**src/rtl/button_event_ctrl_pkg.sv**
```systemverilog
// button_event_ctrl_pkg: per-button FSM encoding, event kinds and parameter helpers
package button_event_ctrl_pkg;
  typedef enum logic [2:0] {
    IDLE     = 3'd0,
    PRESS_DB = 3'd1,
    HELD     = 3'd2,
    REPEAT   = 3'd3,
    REL_DB   = 3'd4
  } btn_state_e;
  localparam logic EVT_PRESS  = 1'b0;
  localparam logic EVT_REPEAT = 1'b1;
  function automatic bit fits_cnt(int unsigned v, int unsigned w);
    return v != 0 && (v >> w) == 0;
  endfunction
endpackage

```
**src/rtl/button_event_ctrl_if.sv**
```systemverilog
// button_event_ctrl_if: timebase, button levels and the shared key-event strobe
interface button_event_ctrl_if #(
  parameter int NUM_BTN = 5,
  parameter int ID_W    = 3
);
  logic               tick;
  logic [NUM_BTN-1:0] btn_sync;
  logic               evt_valid;
  logic [ID_W-1:0]    evt_id;
  logic               evt_repeat;
  modport master (output tick, btn_sync, input evt_valid, evt_id, evt_repeat);
  modport slave (input tick, btn_sync, output evt_valid, evt_id, evt_repeat);
endinterface

```
**src/rtl/button_event_ctrl_btn_fsm.sv**
```systemverilog
// btn_fsm: debounce, press detection and hold-to-repeat for a single button
module btn_fsm
  import button_event_ctrl_pkg::*;
#(
  parameter int CNT_W          = 8,
  parameter int DEBOUNCE_TICKS = 10,
  parameter int HOLD_TICKS     = 100,
  parameter int REPEAT_TICKS   = 25
) (
  input  logic clk,
  input  logic reset,
  input  logic tick,
  input  logic btn,
  output logic ev_pulse,
  output logic ev_kind
);
  localparam logic [CNT_W-1:0] DB_T   = CNT_W'(DEBOUNCE_TICKS);
  localparam logic [CNT_W-1:0] HOLD_T = CNT_W'(HOLD_TICKS);
  localparam logic [CNT_W-1:0] RPT_T  = CNT_W'(REPEAT_TICKS);
  btn_state_e state_q, state_d;
  logic [CNT_W-1:0] cnt_q, cnt_d, cnt_inc;
  assign cnt_inc = cnt_q + 1'b1;
  always_ff @(posedge clk or posedge reset)
    if (reset) begin
      state_q <= IDLE;
      cnt_q   <= '0;
    end else begin
      state_q <= state_d;
      cnt_q   <= cnt_d;
    end
  // a level change always wins over a coincident tick
  always_comb begin
    state_d  = state_q;
    cnt_d    = cnt_q;
    ev_pulse = 1'b0;
    ev_kind  = EVT_PRESS;
    case (state_q)
      IDLE:
        if (btn) begin
          state_d = PRESS_DB;
          cnt_d   = '0;
        end
      PRESS_DB:
        if (!btn) state_d = IDLE;
        else if (tick && cnt_inc == DB_T) begin
          state_d  = HELD;
          cnt_d    = '0;
          ev_pulse = 1'b1;
        end else if (tick) cnt_d = cnt_inc;
      HELD, REPEAT:
        if (!btn) begin
          state_d = REL_DB;
          cnt_d   = '0;
        end else if (tick && cnt_inc == ((state_q == HELD) ? HOLD_T : RPT_T)) begin
          state_d  = REPEAT;
          cnt_d    = '0;
          ev_pulse = 1'b1;
          ev_kind  = EVT_REPEAT;
        end else if (tick) cnt_d = cnt_inc;
      REL_DB:
        if (btn) begin
          state_d = HELD;
          cnt_d   = '0;
        end else if (tick && cnt_inc == DB_T) begin
          state_d = IDLE;
          cnt_d   = '0;
        end else if (tick) cnt_d = cnt_inc;
      default: begin
        state_d = IDLE;
        cnt_d   = '0;
      end
    endcase
  end
endmodule

```
**src/rtl/button_event_ctrl.sv**
```systemverilog
// button_event_ctrl: per-button key event FSMs sharing one event strobe
// through a pending register and a fixed lowest-index-first arbiter.
module button_event_ctrl
  import button_event_ctrl_pkg::*;
#(
  parameter int NUM_BTN        = 5,
  parameter int CNT_W          = 8,
  parameter int DEBOUNCE_TICKS = 10,
  parameter int HOLD_TICKS     = 100,
  parameter int REPEAT_TICKS   = 25,
  parameter int ID_W           = 3
) (
  input logic clk,
  input logic reset,
  button_event_ctrl_if.slave bus
);
  logic [NUM_BTN-1:0] ev_pulse, ev_kind, pend_q, pend_d, kind_q, kind_d, grant, take;
  logic evt_valid_q, evt_valid_d, evt_repeat_q, evt_repeat_d;
  logic [ID_W-1:0] evt_id_q, evt_id_d;
  if (!fits_cnt(DEBOUNCE_TICKS, CNT_W) || !fits_cnt(HOLD_TICKS, CNT_W) || !fits_cnt(REPEAT_TICKS, CNT_W)) begin : g_bad_cnt
    $error("tick thresholds must be nonzero and below 2**CNT_W");
  end
  if (NUM_BTN < 1 || ((NUM_BTN - 1) >> ID_W) != 0) begin : g_bad_id
    $error("ID_W too narrow for NUM_BTN");
  end
  for (genvar i = 0; i < NUM_BTN; i++) begin : g_btn
    btn_fsm #(
      .CNT_W(CNT_W),
      .DEBOUNCE_TICKS(DEBOUNCE_TICKS),
      .HOLD_TICKS(HOLD_TICKS),
      .REPEAT_TICKS(REPEAT_TICKS)
    ) u_fsm (
      .clk(clk),
      .reset(reset),
      .tick(bus.tick),
      .btn(bus.btn_sync[i]),
      .ev_pulse(ev_pulse[i]),
      .ev_kind(ev_kind[i])
    );
  end
  // new events are dropped while pending unless that slot is granted this cycle
  always_comb begin
    grant        = pend_q & (~pend_q + 1'b1);
    take         = ev_pulse & (~pend_q | grant);
    pend_d       = ev_pulse | (pend_q & ~grant);
    kind_d       = (take & ev_kind) | (~take & kind_q);
    evt_valid_d  = |pend_q;
    evt_repeat_d = |(grant & kind_q);
    evt_id_d     = '0;
    for (int i = 0; i < NUM_BTN; i++) evt_id_d = grant[i] ? ID_W'(i) : evt_id_d;
  end
  always_ff @(posedge clk or posedge reset)
    if (reset) begin
      pend_q       <= '0;
      kind_q       <= '0;
      evt_valid_q  <= 1'b0;
      evt_id_q     <= '0;
      evt_repeat_q <= 1'b0;
    end else begin
      pend_q       <= pend_d;
      kind_q       <= kind_d;
      evt_valid_q  <= evt_valid_d;
      evt_id_q     <= evt_id_d;
      evt_repeat_q <= evt_repeat_d;
    end
  assign bus.evt_valid  = evt_valid_q;
  assign bus.evt_id     = evt_id_q;
  assign bus.evt_repeat = evt_repeat_q;
endmodule

```
**src/flat_wrapper.sv**
```systemverilog
// flat-port wrapper written by rule: the top's interface ports become plain ports
module button_event_ctrl_flat import button_event_ctrl_pkg::*;
#(
  parameter int NUM_BTN        = 5,
  parameter int CNT_W          = 8,
  parameter int DEBOUNCE_TICKS = 10,
  parameter int HOLD_TICKS     = 100,
  parameter int REPEAT_TICKS   = 25,
  parameter int ID_W           = 3
)
  (clk, reset, bus_tick, bus_btn_sync, bus_evt_valid, bus_evt_id, bus_evt_repeat);
  button_event_ctrl_if #(.NUM_BTN(NUM_BTN), .ID_W(ID_W)) bus_i ();
  input logic clk;
  input logic reset;
  input wire logic [$bits(bus_i.tick)-1:0] bus_tick;
  input wire logic [$bits(bus_i.btn_sync)-1:0] bus_btn_sync;
  output wire logic [$bits(bus_i.evt_valid)-1:0] bus_evt_valid;
  output wire logic [$bits(bus_i.evt_id)-1:0] bus_evt_id;
  output wire logic [$bits(bus_i.evt_repeat)-1:0] bus_evt_repeat;
  assign bus_i.tick = bus_tick;
  assign bus_i.btn_sync = bus_btn_sync;
  assign bus_evt_valid = bus_i.evt_valid;
  assign bus_evt_id = bus_i.evt_id;
  assign bus_evt_repeat = bus_i.evt_repeat;
  button_event_ctrl #(.NUM_BTN(NUM_BTN), .CNT_W(CNT_W), .DEBOUNCE_TICKS(DEBOUNCE_TICKS), .HOLD_TICKS(HOLD_TICKS), .REPEAT_TICKS(REPEAT_TICKS), .ID_W(ID_W)) u_core (.clk(clk), .reset(reset), .bus(bus_i));
endmodule
```
**config.mk**
```make
export PLATFORM = sky130hd
export DESIGN_NAME = button_event_ctrl_flat
export DESIGN_NICKNAME = d
export VERILOG_FILES = /design/src/rtl/button_event_ctrl_pkg.sv /design/src/rtl/button_event_ctrl_if.sv /design/src/rtl/button_event_ctrl_btn_fsm.sv /design/src/rtl/button_event_ctrl.sv /design/src/flat_wrapper.sv
export SDC_FILE = /design/constraint.sdc
export NUM_CORES = 1
export LEC_CHECK = 0
export BUFFER_PORTS_ARGS = -buffer_cell sky130_fd_sc_hd__buf_4
export CORE_ASPECT_RATIO = 0.6
export CORE_MARGIN = 3
export CORE_UTILIZATION = 45
export CTS_CLUSTER_DIAMETER = 150
export DETAILED_ROUTE_END_ITERATION = 12
export GPL_TIMING_DRIVEN = 0
export PLACE_DENSITY_LB_ADDON = 0.05
export SYNTH_ARGS = -nofsm -noshare
export SYNTH_HDL_FRONTEND = slang
export SYNTH_SLANG_ARGS = --single-unit
```
**constraint.sdc**
```tcl
create_clock -name clk -period 3 [get_ports clk]
set_input_delay 0.3 -clock clk [delete_from_list [all_inputs] [get_ports clk]]
set_output_delay 0.3 -clock clk [all_outputs]
set_load 0.02 [all_outputs]
```
==> results of run 1 <==
==> state kept, by name, summed over array words and instances, names as in the netlist, named ones only <==
register / count
u_core.g_btn.u_fsm.cnt_q: 40
u_core.g_btn.u_fsm.state_q: 15
u_core.pend_q: 5
u_core.bus.evt_id: 3
u_core.bus.evt_repeat: 1
u_core.bus.evt_valid: 1
==> routing by layer <==
layer	wire length, um	share of wire	vias to the layer above
li1	-	-	2277
met1	6622	0.52	2268
met2	5215	0.41	156
met3	750	0.059	16
met4	178	0.014	0
met5	0	0	-
==> cell usage after synthesis (4+ instances only) <==
master / n
o221ai_1: 4
o311a_1: 5
a21o_1: 5
inv_1: 25
or3_1: 6
o22ai_1: 18
dfrtp_1: 70
a31oi_1: 4
clkbuf_1: 26
o211ai_1: 9
buf_2: 9
o21ai_0: 33
nor2_1: 50
nor3_1: 17
or4_1: 4
nand2_1: 72
nor3b_1: 6
nor2b_1: 12
nand3_1: 33
a21oi_1: 24
nand3b_1: 5
a311oi_1: 6
and2_1: 16
nand2b_1: 15
xnor2_1: 10
o31ai_1: 8
mux2i_1: 5
nand4_1: 14
ha_1: 10
and3_1: 11
==> timing repair <==
item	in CTS	in global routing
hold buffers	1	0
gates resized for setup	1	9
endpoints found under the setup margin	5	22
endpoints found under the hold margin	9	0
setup buffers	0	1
pin swaps	0	2
==> worst register-to-register path: cells and delay by family (launching register included) <==
| family | cells | cell delay [ns] |
|---|---|---|
| compound gates | 4 | 1.10 |
| flops | 1 | 0.37 |
| simple gates | 3 | 0.66 |
| fa+ha+maj | 1 | 0.15 |
| buf+inv | 2 | 0.38 |
==> report_power, final <==
part | leakage, nW | internal, mW | switching, mW
Combinational | 1.19 | 0.118 | 0.195
Sequential | 0.959 | 0.977 | 0.0612
Clock | 0.156 | 0.756 | 0.448
Total | 2.31 | 1.85 | 0.704
==> per-stage QoR <==
stage          setup TNS [ns]  hold WS, ns
2_1_floorplan               0       0.3631
3_3_place_gp           -7.082       0.4804
3_5_place_dp           -1.450       0.2195
4_1_cts                     0       0.1243
5_1_grt                     0       0.1481
6_report                    0       0.1352
==> cells by family after synthesis <==
| group | count (synthesis) | synth area share |
|---|---|---|
| fa+ha+maj | 10 | 0.02525 |
| xor+xnor | 12 | 0.02121 |
| buf+inv | 65 | 0.05404 |
| compound gates | 159 | 0.2288 |
| simple gates | 282 | 0.3003 |
| mux | 8 | 0.01692 |
| flops | 70 | 0.3535 |
==> worst max path at each step <==
stage / from / to / slack (ns) / depth (start not counted)
6_report: u_core.g_btn[2].u_fsm.cnt_q[0] / u_core.g_btn[2].u_fsm.cnt_q[3] / 0.20 / 10
5_1_grt: u_core.g_btn[2].u_fsm.cnt_q[0] / u_core.g_btn[2].u_fsm.cnt_q[3] / 0.0003 / 10
4_1_cts: u_core.g_btn[4].u_fsm.cnt_q[0] / u_core.g_btn[4].u_fsm.cnt_q[5] / 0.01 / 9
3_5_place_dp: bus_tick / u_core.g_btn[4].u_fsm.cnt_q[5] / -0.27 / 8
3_3_place_gp: bus_tick / u_core.g_btn[4].u_fsm.cnt_q[0] / -0.21 / 8
2_1_floorplan: u_core.g_btn[4].u_fsm.cnt_q[1] / u_core.g_btn[4].u_fsm.cnt_q[7] / 0.43 / 10
==> final cells by class <==
type	instances	share of cell area
clock buffer	10	0.04252
inverter	26	0.01781
clock inverter	6	0.01647
buffer	38	0.02961
sequential	70	0.3117
tap	135	0.03005
timing repair buffer	13	0.02137
multi-input combinational	471	0.5305
==> results.yml, run 1 <==
worst_setup_path:
  crit_arrival_ns: 3.00
  criticalPathCategory: "reg -> reg"
  worstSetupStartpointType: "flip-flop"
  r2r_cells: 10
  cp.required_ns: 3.20
  rr_endpoint: "u_core.g_btn[2].u_fsm.cnt_q[3]"
  cp_cell_sequence: "ha_1 > buf_2 > and4_2 > nand3_1 > a31o_2 > a2111o_1 > a211o_1 > buf_2 > nand2_1 > o311ai_0"
  slowest_stage: "a2111o_1"
  critical_path.top_delay_family: "compound AO/OA/AOI/OAI gates"
  cp.buffers_inverters: 2
  crit_fanout: 10
  crit_path_frequent_cell: "buf_2"
  cpPeakStageDelay_ns: 0.45
  r2r_start: "u_core.g_btn[2].u_fsm.cnt_q[0]"
  worst-r2r-setup-slack_ns: 0.20
  cp-end-kind: "flip-flop"
floorplanning:
  io_pins: 13
  die-area_um2: 12350
  core_area_um2: 10300
  row_count: 28
  start_util: 0.4810
  die_height_um: 87.28
  die_x_um: 141.5
finish:
  fin_area_um2: 5620
  multi_input_area_um2: 2982
  layout_common_cells: "nand2_1 (71), dfrtp_1 (70), nor2_1 (50), nand3_1 (33), o21ai_0 (32)"
  regArea_um2: 1752
  layout_commonest_cell: "nand2_1"
  fin_util: 0.5457
  drive_gt1_frac: 0.1088
  final_cells: 769
  nets: 647
  fillers: 945
  area_delta_synth_final_pct: 13.43
  diodes: 0
synth:
  synth_edf_count: 0
  yosysTopAreaCellShare: 0.3535
  ys_ff_latch: 70
  synth_cell_types: 79
  syn_avg_cell_area_um2: 8.176
  synthCells: 606
  async_flop_share: 1.000
  yosys.area.top_type: "dfrtp_1"
  synth.area.top_cells: "dfrtp_1 (35%), nand2_1 (5.5%), nor2_1 (3.8%)"
  ys_warn_count: 0
  netlist_area_um2: 4955
  synth_seq_area_share: 0.3535
  synthFlopType: "dfrtp_1"
  syn_nets: 624
routing:
  postRouteAntennaNets: 0
  drt-pass1-iter-count: 5
  wire_per_inst_um: 16.60
  vias: 4717
  first_iter_violations: 450
  routed_wl_mm: 12.77
  drcViolationCount: 0
  via_per_inst: 6.134
global_route:
  grtUsageMet2: 0.3127
  grt_util_met3: 0.04224
  grt_first_pass_wirelength_mm: 21.55
  grt_pass1_vias: 4345
  busiest_layer: "met1"
  grt_util_met1: 0.3190
  grt-ovfl-total: 0
  track_usage: 0.2151
  antenna_found_initial: 0
  grt_max_degree: 62
sta:
  worst_pin_slew_ns: 1.137
  setup_violations: 0
  final.period_utilization: 0.9337
  fmax_ghz: 0.3570
  slew_violations: 0
  hold_viol: 0
  min_period_ns: 2.801
  slew_headroom: 0.2360
  fin_skew_ns: 0.008865
  setup_slack_ns: 0.1988
  rsz0062_at_grt: "false"
cts:
  clk_pin_slew_ns: 0.06
  cts_buffers: 9
  root_buffer: "clkbuf_16"
  tritoncts: "yes"
  cts_buffer_depth: 2
  cts_max_level: 3
  clkLatencyLatePin_ns: 0.35
  clock_sinks: 70
min_path:
  min_to: "u_core.g_btn[0].u_fsm.state_q[2]"
  hold_class: "in -> reg"
  hp-start: "bus_btn_sync[0]"
  whs_path_depth: 2
pwr:
  leakage_nw: 2.307
  power.density_nw_per_um2: 454.7
  peakVddDrop_v: 0.0003047
  report.power.total_mw: 2.556
placed_design:
  gp_congestion: 0.9084
  place_area_um2: 5229
  port_buffers: 10
  dp_hpwl_mm: 8.997
  dp.cells: 752
  place_ws_ns: -0.2733
outcome:
  outcome: "finished clean"
run:
  cap_violations: 0
Note: power is estimated with default switching activity, not from simulation.
==> run 2: changes to the inputs <==
Clock period 3 ns to 3.35 ns, I/O delays scaled along.
==> results.yml, run 2 (synthesis gave the netlist of run 1 again) <==
worst_setup_path:
  cp-end-kind: "flip-flop"
  crit_fanout: 10
  cp.buffers_inverters: 1
  worstSetupStartpointType: "flip-flop"
  cp_cell_sequence: "ha_1 > or4b_2 > o21ai_0 > nand4_1 > o21a_1 > clkbuf_1 > o21ai_2 > o311ai_1"
  cp.required_ns: 3.56
  cpPeakStageDelay_ns: 0.63
  criticalPathCategory: "reg -> reg"
  slowest_stage: "or4b_2"
  crit_arrival_ns: 3.20
  critical_path.top_delay_family: "simple AND/OR/NAND/NOR gates"
finish:
  layout_commonest_cell: "nand2_1"
  fillers: 951
  area_delta_synth_final_pct: 12.35
  fin_util: 0.5405
  drive_gt1_frac: 0.09795
  largest_register: "u_core.g_btn.u_fsm.cnt_q"
  multi_input_area_um2: 2935
  layout_common_cells: "nand2_1 (72), dfrtp_1 (70), nor2_1 (50), nand3_1 (33), o21ai_0 (33)"
  diodes: 0
  nets: 646
  largest_reg_flops: 40
  regArea_um2: 1752
  largestRegisters: "u_core.g_btn.u_fsm.cnt_q: 40 flops, u_core.g_btn.u_fsm.state_q: 15 flops, u_core.pend_q: 5 flops"
sta:
  min_period_ns: 2.995
  setup_violations: 0
  hold-worst-slack_ns: 0.1713
  rsz0062_at_grt: "false"
  worst_pin_slew_ns: 1.129
  hold_viol: 0
  slew_headroom: 0.2413
  slew_violations: 0
  fmax_ghz: 0.3339
  final.period_utilization: 0.8939
  fin_skew_ns: 0.008682
  tns_ns: 0
run:
  cap_violations: 0
cts:
  tritoncts: "yes"
  cts_buffers: 9
  clk_pin_slew_ns: 0.06
  cts_resized: 0
  cts_max_level: 3
  clock_sinks: 70
  clkLatencyLatePin_ns: 0.35
  root_buffer: "clkbuf_16"
  postCtsSetupRepairBufs: 0
  cts_buffer_depth: 2
global_route:
  grt-ovfl-total: 0
  grt_pass1_vias: 4345
  track_usage: 0.2151
  antenna_found_initial: 0
  grt_max_degree: 62
  grt_first_pass_wirelength_mm: 21.55
pwr:
  peakVddDrop_v: 0.0002721
  clkPwrFrac: 0.474
  p_int_mw: 1.654
  p_seq_frac: 0.406
  p_sw_frac: 0.2755
  switching_power_mw: 0.6290
  p_comb_frac: 0.120
  leakage_nw: 2.292
  power.density_nw_per_um2: 410.2
floorplanning:
  die_height_um: 87.28
  die_x_um: 141.5
  row_count: 28
  io_pins: 13
  start_util: 0.4810
  die-area_um2: 12350
  core_area_um2: 10300
routing:
  first_iter_violations: 442
  drt-pass1-iter-count: 5
  via_per_inst: 6.063
  vias: 4656
  routed_wl_mm: 12.69
  drcViolationCount: 0
  postRouteAntennaNets: 0
  wire_per_inst_um: 16.53
placed_design:
  port_buffers: 10
  gp_congestion: 0.9084
  dp_hpwl_mm: 8.997
outcome:
  outcome: "finished clean"
min_path:
  hold_class: "in -> reg"
==> run 2: power by group through the flow <==
stage	Combinational [mW]	Clock [mW]	Sequential (mW)
after CTS	0.274	1.10	0.924
final	0.275	1.08	0.927
after detailed placement	0.272	0	0.939
after global routing	0.308	1.12	0.933
after floorplan	0.197	0	0.925
after global placement	0.261	0	0.936
==> run 2: worst register-to-register path: cells and delay by family (launching register included) <==
kind            cells  cell delay [ns]
simple gates        2             0.88
fa+ha+maj           1             0.36
flops               1             0.47
buf+inv             1             0.24
compound gates      4             0.89
==> run 2: layout make-up <==
class / instances / share of cell area
Sequential cell: 70 / 0.3147
Clock buffer: 10 / 0.04293
Clock inverter: 6 / 0.01663
Timing Repair Buffer: 12 / 0.02023
Inverter: 26 / 0.01798
Buffer: 38 / 0.02989
Multi-Input combinational cell: 471 / 0.5273
Tap cell: 135 / 0.03034
==> run 2: per-stage QoR <==
step / setup WS, ns / area [um^2] / power [mW] / std cells
after global routing: 0.08754 / 5567 / 2.365 / 768
after detailed placement: 0.04167 / 5229 / 1.211 / 752
final: 0.3553 / 5567 / 2.284 / 768
after floorplan: 0.7828 / 4955 / 1.122 / 606
after global placement: 0.1085 / 5199 / 1.197 / 751
after CTS: 0.3037 / 5570 / 2.303 / 769
==> run 2: worst paths after layout <==
| kind | from | to | slack, ns | depth (start not counted) |
|---|---|---|---|---|
| min in group asynchronous | reset | u_core.bus.evt_repeat | 0.45 | 3 |
| worst max register to register | u_core.g_btn[4].u_fsm.cnt_q[0] | u_core.g_btn[4].u_fsm.cnt_q[5] | 0.36 | 8 |
| worst max-delay path | u_core.g_btn[4].u_fsm.cnt_q[0] | u_core.g_btn[4].u_fsm.cnt_q[5] | 0.36 | 8 |
| worst min-delay path | bus_btn_sync[0] | u_core.g_btn[0].u_fsm.state_q[2] | 0.17 | 2 |
| worst min register to register | flip-flop | u_core.bus.evt_repeat | 0.50 | 2 |
| max in group asynchronous | reset | u_core.g_btn[1].u_fsm.state_q[0] | 2.37 | 4 |
==> run 2: routing by layer <==
| layer | up-vias | track usage | part of all wire |
|---|---|---|---|
| met2 | 146 | 0.3127 | 0.41 |
| met5 | - | 0 | 0 |
| met4 | 0 | 0.07317 | 0.013 |
| li1 | 2268 | - | - |
| met1 | 2226 | 0.3190 | 0.52 |
| met3 | 16 | 0.04224 | 0.054 |
==> run 2: repair_timing <==
action	4_1_cts	5_1_grt
hold buffers	1	0
endpoints found under the setup margin	0	3
endpoints found under the hold margin	9	0
